--- src/rtl/pdm_rx.sv ---
// rtl/pdm_rx.sv - PDM microphone-pair receiver with ones-count decimation
//
// Purpose: samples a 1-bit PDM stream on micclk edges, counts ones per
// channel over 2^DEC_LOG2 bit pairs and hands the count pair downstream
// through a valid/ready handshake.
//
// Macro PDM_RX_STEREO_EN: when defined, the right channel is sampled on
// falling micclk edges. When undefined, the design is mono: pcm_r is tied
// to 0 and each enabled rising edge completes a pair.
//
// Ports:
//   clk        system clock (single domain)
//   rst        synchronous active-high reset
//   en         receiver enable; low discards the partial window
//   micclk     microphone clock, already registered in the clk domain
//   pdm_in     PDM data pin (asynchronous, synchronized internally)
//   pcm_l      left ones-count of the last completed window
//   pcm_r      right ones-count (0 in mono builds)
//   pcm_valid  a sample pair is held for the consumer
//   pcm_ready  consumer accepts when pcm_valid & pcm_ready
//   ovr        sticky overrun flag
//   ovr_clr    clears ovr (a simultaneous overrun wins)
module pdm_rx #(
  parameter int DEC_LOG2 = 6,
  parameter int W        = DEC_LOG2 + 1
) (
  input  logic         clk,
  input  logic         rst,
  input  logic         en,
  input  logic         micclk,
  input  logic         pdm_in,
  output logic [W-1:0] pcm_l,
  output logic [W-1:0] pcm_r,
  output logic         pcm_valid,
  input  logic         pcm_ready,
  output logic         ovr,
  input  logic         ovr_clr
);

  localparam logic [DEC_LOG2-1:0] CNT_LAST = '1;

  logic                sync1_q, sync2_q;
  logic                micclk_d_q;
  logic [W-1:0]        acc_l_q, acc_l_d;
  logic [DEC_LOG2-1:0] cnt_q, cnt_d;
  logic [W-1:0]        pcm_l_q, pcm_l_d;
  logic                valid_q, valid_d;
  logic                ovr_q, ovr_d;
  logic                rise;
  logic                pair_done;
  logic                win_done;
  logic [W-1:0]        pdm_w;

  assign rise  = micclk & ~micclk_d_q;
  assign pdm_w = {{(W-1){1'b0}}, sync2_q};

`ifdef PDM_RX_STEREO_EN
  logic         fall;
  logic         got_l_q, got_l_d;
  logic [W-1:0] acc_r_q, acc_r_d;
  logic [W-1:0] pcm_r_q, pcm_r_d;

  assign fall = ~micclk & micclk_d_q;

  // Pairing: a rise captures left, the following fall captures right and
  // closes the pair. A fall with no preceding rise is ignored so the
  // channels cannot swap after reset or re-enable.
  always_comb begin
    acc_l_d   = acc_l_q;
    acc_r_d   = acc_r_q;
    got_l_d   = got_l_q;
    pair_done = 1'b0;
    if (!en) begin
      acc_l_d = '0;
      acc_r_d = '0;
      got_l_d = 1'b0;
    end else if (rise) begin
      acc_l_d = acc_l_q + pdm_w;
      got_l_d = 1'b1;
    end else if (fall && got_l_q) begin
      acc_r_d   = acc_r_q + pdm_w;
      got_l_d   = 1'b0;
      pair_done = 1'b1;
    end
  end
`else
  always_comb begin
    acc_l_d   = acc_l_q;
    pair_done = 1'b0;
    if (!en) begin
      acc_l_d = '0;
    end else if (rise) begin
      acc_l_d   = acc_l_q + pdm_w;
      pair_done = 1'b1;
    end
  end
`endif

  assign win_done = pair_done && (cnt_q == CNT_LAST);

  always_comb begin
    cnt_d = cnt_q;
    if (!en) begin
      cnt_d = '0;
    end else if (pair_done) begin
      // Natural wrap to 0 at the end of the window.
      cnt_d = cnt_q + 1'b1;
    end
  end

  // Output register and handshake. A completing window always loads; an
  // unconsumed previous pair at that moment is an overrun.
  always_comb begin
    pcm_l_d = pcm_l_q;
    valid_d = valid_q;
    ovr_d   = ovr_q;
    if (valid_q && pcm_ready) begin
      valid_d = 1'b0;
    end
    if (ovr_clr) begin
      ovr_d = 1'b0;
    end
    if (win_done) begin
      pcm_l_d = acc_l_d;
      valid_d = 1'b1;
      if (valid_q && !pcm_ready) begin
        ovr_d = 1'b1;
      end
    end
  end

`ifdef PDM_RX_STEREO_EN
  always_comb begin
    pcm_r_d = pcm_r_q;
    if (win_done) begin
      pcm_r_d = acc_r_d;
    end
  end
`endif

  always_ff @(posedge clk) begin
    if (rst) begin
      sync1_q    <= 1'b0;
      sync2_q    <= 1'b0;
      micclk_d_q <= 1'b0;
      acc_l_q    <= '0;
      cnt_q      <= '0;
      pcm_l_q    <= '0;
      valid_q    <= 1'b0;
      ovr_q      <= 1'b0;
    end else begin
      sync1_q    <= pdm_in;
      sync2_q    <= sync1_q;
      micclk_d_q <= micclk;
      // The accumulator restarts at 0 once its count has been loaded out.
      acc_l_q    <= win_done ? '0 : acc_l_d;
      cnt_q      <= cnt_d;
      pcm_l_q    <= pcm_l_d;
      valid_q    <= valid_d;
      ovr_q      <= ovr_d;
    end
  end

`ifdef PDM_RX_STEREO_EN
  always_ff @(posedge clk) begin
    if (rst) begin
      acc_r_q <= '0;
      got_l_q <= 1'b0;
      pcm_r_q <= '0;
    end else begin
      acc_r_q <= win_done ? '0 : acc_r_d;
      got_l_q <= got_l_d;
      pcm_r_q <= pcm_r_d;
    end
  end

  assign pcm_r = pcm_r_q;
`else
  assign pcm_r = '0;
`endif

  assign pcm_l     = pcm_l_q;
  assign pcm_valid = valid_q;
  assign ovr       = ovr_q;

endmodule
--- config.mk ---
export PLATFORM = sky130hd
export DESIGN_NAME = pdm_rx
export DESIGN_NICKNAME = d
export VERILOG_FILES = /design/src/rtl/pdm_rx.sv
export SDC_FILE = /design/constraint.sdc
export NUM_CORES = 1
export LEC_CHECK = 0
export CORE_MARGIN = 2
export CORE_UTILIZATION = 49
export CTS_CLUSTER_SIZE = 28
export DETAILED_ROUTE_END_ITERATION = 7
export PLACE_DENSITY = 0.77
export SLEW_MARGIN = 20
export SYNTH_ARGS = -nofsm -noshare
export SYNTH_HDL_FRONTEND = slang
export SYNTH_SLANG_ARGS = --single-unit
--- constraint.sdc ---
create_clock -name clk -period 2 [get_ports clk]
set_clock_uncertainty 0.15 [all_clocks]
set_input_delay 0.2 -clock clk [delete_from_list [all_inputs] [get_ports clk]]
set_output_delay 0.2 -clock clk [all_outputs]
set_load 0.02 [all_outputs]
==> results.yml, run 1 <==
outcome:
  status: "completed"
floorplanning:
  io_pins: 23
  die_area_um2: 2600
  core-area_um2: 2150
  die_y_um: 51.0
  rows: 17
  die-width_um: 51.0
  start_util_pct: 50.3
routing:
  drt_iter0_drc: 15
  wl_met1_um: 879
  wl_per_cell_um: 12.5
  dr.pass1.iters: 4
  top_layer: "met4"
  antenna_left: 0
  num_vias: 824
  wl_met3_um: 100
  drc: 0
  routed_wl_um: 2000
  dr_wl_met2_um: 975
  vias_per_cell: 5.15
setup_path:
  path_class: "reg2out"
  end_kind: "output port"
  critPathTopFamily: "buffers and inverters"
  cp.arrival_ns: 1.33
  cp_slowest_cell: "clkdlybuf4s50_1"
  crit_buf_inv: 1
  worstPathRequired_ns: 1.65
  startpoint: "pcm_valid"
  start_kind: "flop"
  reg2reg_from: "acc_l_q[0]"
  crit_chain: "clkdlybuf4s50_1"
  cp_slowest_stage_delay_ns: 0.62
  crit_path_max_fanout: 3
synthesis:
  ys_ff_latch: 25
  yosysSeqAreaShare_pct: 46.3
  synth_area_um2: 1080
  avgSynthCellArea_um2: 9.32
  yosys_warnings: 0
  synth_cell_type_count: 25
  netlist_instances: 116
global_routing:
  grt_max_degree: 21
  grt_usage_pct: 16.7
  grt_pass1_vias: 739
  grt_pass1_wl_um: 3170
  antenna_found_initial: 0
  overflow: 0
place:
  place_area_um2: 1250
  dpl.hpwl_um: 1440
  place_congestion: 0.711
  port-buffer-count: 15
clocking:
  post_cts_resized: 0
  cts_sinks: 25
  clk_path_buf_depth: 2
  post-cts-setup-buffers: 0
  cts_hold_buf: 0
  clock_latency_ns: 0.33
  cts_tree: "done"
  cts_root_buf: "clkbuf_4"
  clk_pin_slew_ns: 0.14
  htree_levels: 1
  cts_buffers: 3
sta:
  worst_pin_slew_ns: 0.510
  rsz0062_at_grt: "no"
  fmax_mhz: 595
  fin_crit_sh_pct: 84.1
  setup-violations-final: 0
  slew_viol_final: 0
  tns_ns: 0
  period_minus_slack_ns: 1.68
  hold_viol_final: 0
  max_slew_margin_pct: 66.0
cells_and_area:
  fill_cells: 194
  fin_area_um2: 1280
  final_cell_mix: "dfxtp_1 (25), clkdlybuf4s50_1 (15), nand2_1 (9), xor2_1 (9), nor2_1 (9)"
  fin_nets: 143
  antenna_cells: 0
  layout-drive-gt1-share_pct: 11.4
  fin_util_pct: 59.6
  syn2layout_area_growth_pct: 18.4
  final_common_cell: "dfxtp_1"
worst_hold_path:
  hold_class: "in2reg"
  hold_start: "pdm_in"
power:
  peakVddDrop_uv: 493
  total_power_w: 0.000794
  p_leak_nw: 0.484
  power_density_nw_per_um2: 620
job:
  max_cap_viol_count: 0
[per-layer routing]
metal	vias up	GRT usage (%)
li1	408	-
met1	387	19.3
met2	24	27.7
met3	5	4.68
met4	0	9.46
met5	-	0
[cells in the mapped netlist, drive strengths merged]
cell type  count  area (um^2)
a211oi         4         50.1
nor2           9         33.8
nand3          4         20.0
o21ai          1         5.00
xor2           9         78.8
nor2b          4         25.0
or3            2         12.5
xnor2          1         8.76
and3           3         18.8
ha             3         37.5
nand2          9         33.8
nand2b         3         18.8
dfxtp         25          500
mux2i          2         20.0
a21oi          7         35.0
clkbuf         1         3.75
inv            1         3.75
nor3           8         45.0
buf           13         82.6
nand4          6         43.8
conb           1         3.75
[sequential cells by signal, indices dropped and copies added (netlist names)]
register	flops
sync2_q	1
acc_l_q	7
cnt_q	6
pcm_valid	1
ovr	1
sync1_q	1
pcm_l	7
micclk_d_q	1
[worst register-to-register path: stages, from the launching register on]
cell      delay, ns
dfxtp_1        0.36
ha_1           0.19
ha_1           0.24
and3_1         0.18
nand4_1        0.11
xor2_1         0.18
a211oi_2       0.20
[metrics by stage]
step / hold slack (ns) / setup slack (ns) / cells
6_report: 0.267 / 0.318 / 160
3_3_place_gp: 0.270 / 0.201 / 156
2_1_floorplan: 0.122 / 0.452 / 122
5_1_grt: 0.275 / 0.187 / 160
3_5_place_dp: 0.270 / 0.172 / 156
4_1_cts: 0.263 / 0.309 / 160
[final timing paths]
kind | end | slack, ns | cells after the start
setup / recovery | pcm_valid | 0.32 | 1
hold / removal | sync1_q | 0.27 | 2
setup reg to reg | pcm_l[6] | 0.33 | 6
hold reg to reg | sync2_q | 0.30 | 1
[report_power, final]
group / leakage [nW] / internal [W] / total (W) / switching (W)
Clock: 0.0177 / 0.0000753 / 0.000231 / 0.000156
Sequential: 0.202 / 0.000502 / 0.000505 / 0.00000218
Combinational: 0.264 / 0.0000234 / 0.0000579 / 0.0000345
[logic make-up after synthesis]
family          Yosys count  share of synthesized area, %
compound gates           12                          8.33
xor+xnor                 10                          8.10
fa+ha+maj                 3                          3.47
buf+inv                  15                          8.33
flops                    25                          46.3
mux                       2                          1.85
other cells               1                         0.347
simple gates             48                          23.3
[final cells by class]
cell class                 count  area, um^2  area share (%)
multi-input combinational     82         513            40.1
sequential                    25         500            39.1
timing repair buffer          20         200            15.6
tap                           28        35.0            2.74
clock buffer                   3        22.5            1.76
clock inverter                 1        5.00           0.391
inverter                       1        3.75           0.293
Power figures use the tool's default switching activity.
==> run 2: changes to the inputs <==
Clock period 2 ns to 1.7 ns, I/O delays scaled along.
==> run 2 against run 1 <==
  * Clock-buffer cell count did not move
  * Clock power increased by 14%
  * Non-clock buffer count up 3
  * Final cell count up 1.9%
  * Die area did not move
  * Sequential power increased by 18%
  * Setup slack lost 0.26 ns
  * Sequential share of layout area fell by 0.76 points
  * Flip-flop and latch count unchanged
  * Cell area is 2.7% higher
  * Critical path type unchanged
  * Largest cell class unchanged
==> results.yml, run 2 (same netlist as run 1, synthesis figures left out) <==
clocking:
  clk_pin_slew_ns: 0.14
  htree_levels: 1
  cts_sinks: 25
  cts_root_buf: "clkbuf_4"
  cts_tree: "done"
  cts_buffers: 3
  clock_latency_ns: 0.32
  clk_path_buf_depth: 2
setup_path:
  start_kind: "flop"
  crit_path_max_fanout: 3
  path_class: "reg2out"
  ff2ff_path_depth: 6
  crit_cells: 1
  crit_buf_inv: 1
  end_kind: "output port"
  cp_slowest_stage_delay_ns: 0.61
  cp_slowest_cell: "clkdlybuf4s50_1"
  crit_chain: "clkdlybuf4s50_1"
  cp.arrival_ns: 1.32
  worstPathRequired_ns: 1.38
  critPathTopFamily: "buffers and inverters"
worst_hold_path:
  hold_class: "in2reg"
  hold_depth: 2
job:
  max_cap_viol_count: 0
place:
  place_congestion: 0.738
  dpl.hpwl_um: 1440
  port-buffer-count: 15
  place_area_um2: 1270
sta:
  period_minus_slack_ns: 1.64
  setup-violations-final: 0
  max_slew_margin_pct: 65.6
  holdWs_ns: 0.237
  worst_pin_slew_ns: 0.515
  fin_crit_sh_pct: 96.4
  slew_viol_final: 0
  fmax_mhz: 610
  hold_viol_final: 0
cells_and_area:
  final_common_cell: "dfxtp_1"
  fin_area_um2: 1320
  layout-drive-gt1-share_pct: 16.3
  syn2layout_area_growth_pct: 21.6
  fin_nets: 146
  final_cell_mix: "dfxtp_1 (22), clkdlybuf4s50_1 (15), nand2_1 (9), xor2_1 (9), nor2_1 (9)"
  antenna_cells: 0
routing:
  drt_iter0_drc: 5
  wl_per_cell_um: 12.1
  num_vias: 825
  routed_wl_um: 1980
  drc: 0
  antenna_left: 0
  dr.pass1.iters: 5
  vias_per_cell: 5.06
power:
  peakVddDrop_uv: 656
  clkPwrFrac_pct: 28.4
  p_leak_nw: 0.508
  comb_power_share_pct: 7.8
  seq_power_share_pct: 63.8
  swShare_pct: 23.7
  power_density_nw_per_um2: 708
  switchingPower_w: 0.000220
  internal_power_w: 0.000711
floorplanning:
  start_util_pct: 50.3
  die-width_um: 51.0
  io_pins: 23
  rows: 17
  die_y_um: 51.0
  core-area_um2: 2150
  die_area_um2: 2600
global_routing:
  grt_pass1_vias: 781
  antenna_found_initial: 0
  grt_pass1_wl_um: 3180
  grt_usage_pct: 16.4
  overflow: 0
  grt_max_degree: 21
outcome:
  status: "completed"
run 2: area by class of cell:
class | count | area (um^2)
Tap cell | 28 | 35.0
Clock buffer | 3 | 22.5
Inverter | 1 | 3.75
Fill cell | 190 | 833
Timing Repair Buffer | 23 | 223
Multi-Input combinational cell | 82 | 522
Clock inverter | 1 | 5.00
Sequential cell | 25 | 504
run 2: power groups by stage:
stage	Sequential (W)	Combinational, W	Clock (W)
floorplan	0.000606	0.0000531	0
global placement	0.000606	0.0000705	0
detailed placement	0.000607	0.0000718	0
CTS	0.000594	0.0000720	0.000276
global route	0.000595	0.0000794	0.000298
finish	0.000594	0.0000730	0.000264
run 2: final timing paths:
| kind | from | to | slack, ns |
|---|---|---|---|
| worst max-delay path | pcm_valid | pcm_valid | 0.06 |
| worst min-delay path | pdm_in | sync1_q | 0.24 |
| worst max register to register | acc_l_q[0] | pcm_l[6] | 0.11 |
| worst min register to register | sync1_q | sync2_q | 0.30 |
run 2: metrics by stage:
| stage | utilization [%] | worst slack [ns] | instances | TNS (ns) | total power, W |
|---|---|---|---|---|---|
| after floorplan | - | 0.152 | 122 | 0 | 0.000659 |
| after global placement | 59.3 | -0.0233 | 159 | -0.134 | 0.000677 |
| after detailed placement | 59.3 | -0.0723 | 159 | -0.351 | 0.000678 |
| after CTS | 60.6 | 0.00572 | 163 | 0 | 0.000942 |
| after global routing | 61.2 | -0.000126 | 163 | -0.000126 | 0.000973 |
| final | 61.2 | 0.0606 | 163 | 0 | 0.000931 |
run 2: metal layers:
| layer | share of wire [%] | up-vias | track usage (%) |
|---|---|---|---|
| met5 | 0 | - | 0 |
| met4 | 1.1 | 0 | 8.56 |
| met3 | 3.9 | 4 | 3.51 |
| met2 | 50 | 20 | 27.9 |
| met1 | 45 | 381 | 19.3 |
| li1 | - | 420 | - |
run 2: timing repair:
item                       in CTS  in global routing
hold buffers                    0                  0
setup endpoints to repair       0                  8
gates resized for setup         0                  5
setup buffers                   0                  0
==> run 3: changes to the inputs <==
Settings changed: RECOVER_POWER from default to 100.
==> run 3 against run 2 <==
  * Hold slack barely moved
  * Critical path depth unchanged
  * Critical path type unchanged
  * First-iteration DRC count is the same
  * Sequential power about the same
  * Register-to-register slack is essentially flat
  * Flip-flop and latch count is the same
  * Setup slack unchanged
  * Final cell count did not move
==> results.yml, run 3 (same netlist as run 1, synthesis figures left out) <==
outcome:
  status: "completed"
clocking:
  clk_path_buf_depth: 2
  clock_latency_ns: 0.32
  cts_root_buf: "clkbuf_4"
  clk_pin_slew_ns: 0.14
  post_cts_resized: 0
  cts_tree: "done"
  cts_sinks: 25
  cts_hold_buf: 0
  cts_buffers: 3
  post-cts-setup-buffers: 0
  htree_levels: 1
global_routing:
  grt_pass1_wl_um: 3180
  grt_usage_pct: 16.4
  antenna_found_initial: 0
  grt_max_degree: 21
  overflow: 0
  grt_pass1_vias: 781
sta:
  setup-violations-final: 0
  worst_pin_slew_ns: 0.594
  finalWorstSetupSlack_ns: 0.0606
  max_slew_margin_pct: 60.4
  fmax_mhz: 610
  period_minus_slack_ns: 1.64
  fin_crit_sh_pct: 96.4
  hold_viol_final: 0
  tns_ns: 0
  slew_viol_final: 0
routing:
  vias_per_cell: 5.06
  drc: 0
  antenna_left: 0
  routed_wl_um: 1980
  num_vias: 824
  drt_iter0_drc: 5
  dr.pass1.iters: 5
  wl_per_cell_um: 12.1
floorplanning:
  core-area_um2: 2150
  die_area_um2: 2600
  die-width_um: 51.0
  start_util_pct: 50.3
  die_y_um: 51.0
  io_pins: 23
  rows: 17
worst_hold_path:
  hold_class: "in2reg"
setup_path:
  cp_slowest_stage_delay_ns: 0.61
  critPathTopFamily: "buffers and inverters"
  crit_chain: "clkdlybuf4s50_1"
  cp.arrival_ns: 1.32
  path_class: "reg2out"
  start_kind: "flop"
  worstPathRequired_ns: 1.38
  end_kind: "output port"
  cp_slowest_cell: "clkdlybuf4s50_1"
  crit_path_max_fanout: 3
  crit_buf_inv: 1
cells_and_area:
  fin_area_um2: 1310
  layout-drive-gt1-share_pct: 14.8
  fill_cells: 190
  final_cells: 163
  multi_input_area_um2: 522
  syn2layout_area_growth_pct: 20.9
  final_cell_mix: "dfxtp_1 (22), clkdlybuf4s50_1 (13), nand2_1 (9), xor2_1 (9), nor2_1 (9)"
  final_common_cell: "dfxtp_1"
  antenna_cells: 0
  fin_nets: 146
  regArea_um2: 504
place:
  dp.cells: 159
  dpl.hpwl_um: 1440
  port-buffer-count: 15
  place_area_um2: 1270
  place_congestion: 0.738
  post-place-ws_ns: -0.0723
power:
  peakVddDrop_uv: 656
  power_density_nw_per_um2: 710
  p_leak_nw: 0.501
job:
  max_cap_viol_count: 0
## run 3: layout make-up
type | count | share of cell area, %
Tap cell | 28 | 2.68
Multi-Input combinational cell | 82 | 39.9
Inverter | 1 | 0.287
Clock inverter | 1 | 0.383
Sequential cell | 25 | 38.6
Timing Repair Buffer | 23 | 16.5
Clock buffer | 3 | 1.72
## run 3: metrics by stage
| step | hold slack (ns) | utilization, % | total power [W] |
|---|---|---|---|
| final | 0.237 | 60.9 | 0.000928 |
| after global routing | 0.228 | 60.9 | 0.000970 |
| after CTS | 0.224 | 60.6 | 0.000942 |
| after detailed placement | 0.279 | 59.3 | 0.000678 |
| after global placement | 0.269 | 59.3 | 0.000677 |
| after floorplan | 0.0916 | - | 0.000659 |
## run 3: per-layer routing
layer  track usage [%]  vias to the layer above  share of wire [%]  wire, um
li1                  -                      419                  -         -
met1              19.3                      381                 45       890
met2              27.9                       20                 50       988
met3              3.51                        4                3.9        77
met4              8.56                        0                1.1        21
met5                 0                        -                  0         0
## run 3: final timing paths
kind             start        end  slack (ns)  cells after the start
max          pcm_valid  pcm_valid        0.06                      1
min             pdm_in    sync1_q        0.24                      2
max reg2reg   cnt_q[0]   pcm_l[2]        0.10                      5
min reg2reg    sync1_q    sync2_q        0.31                      1
## run 3: power by group
| group | total [W] | switching (W) | internal, W | leakage, nW |
|---|---|---|---|---|
| sequential | 0.000594 | 0.00000254 | 0.000591 | 0.204 |
| combinational | 0.0000700 | 0.0000417 | 0.0000283 | 0.280 |
| clock | 0.000264 | 0.000176 | 0.0000882 | 0.0177 |
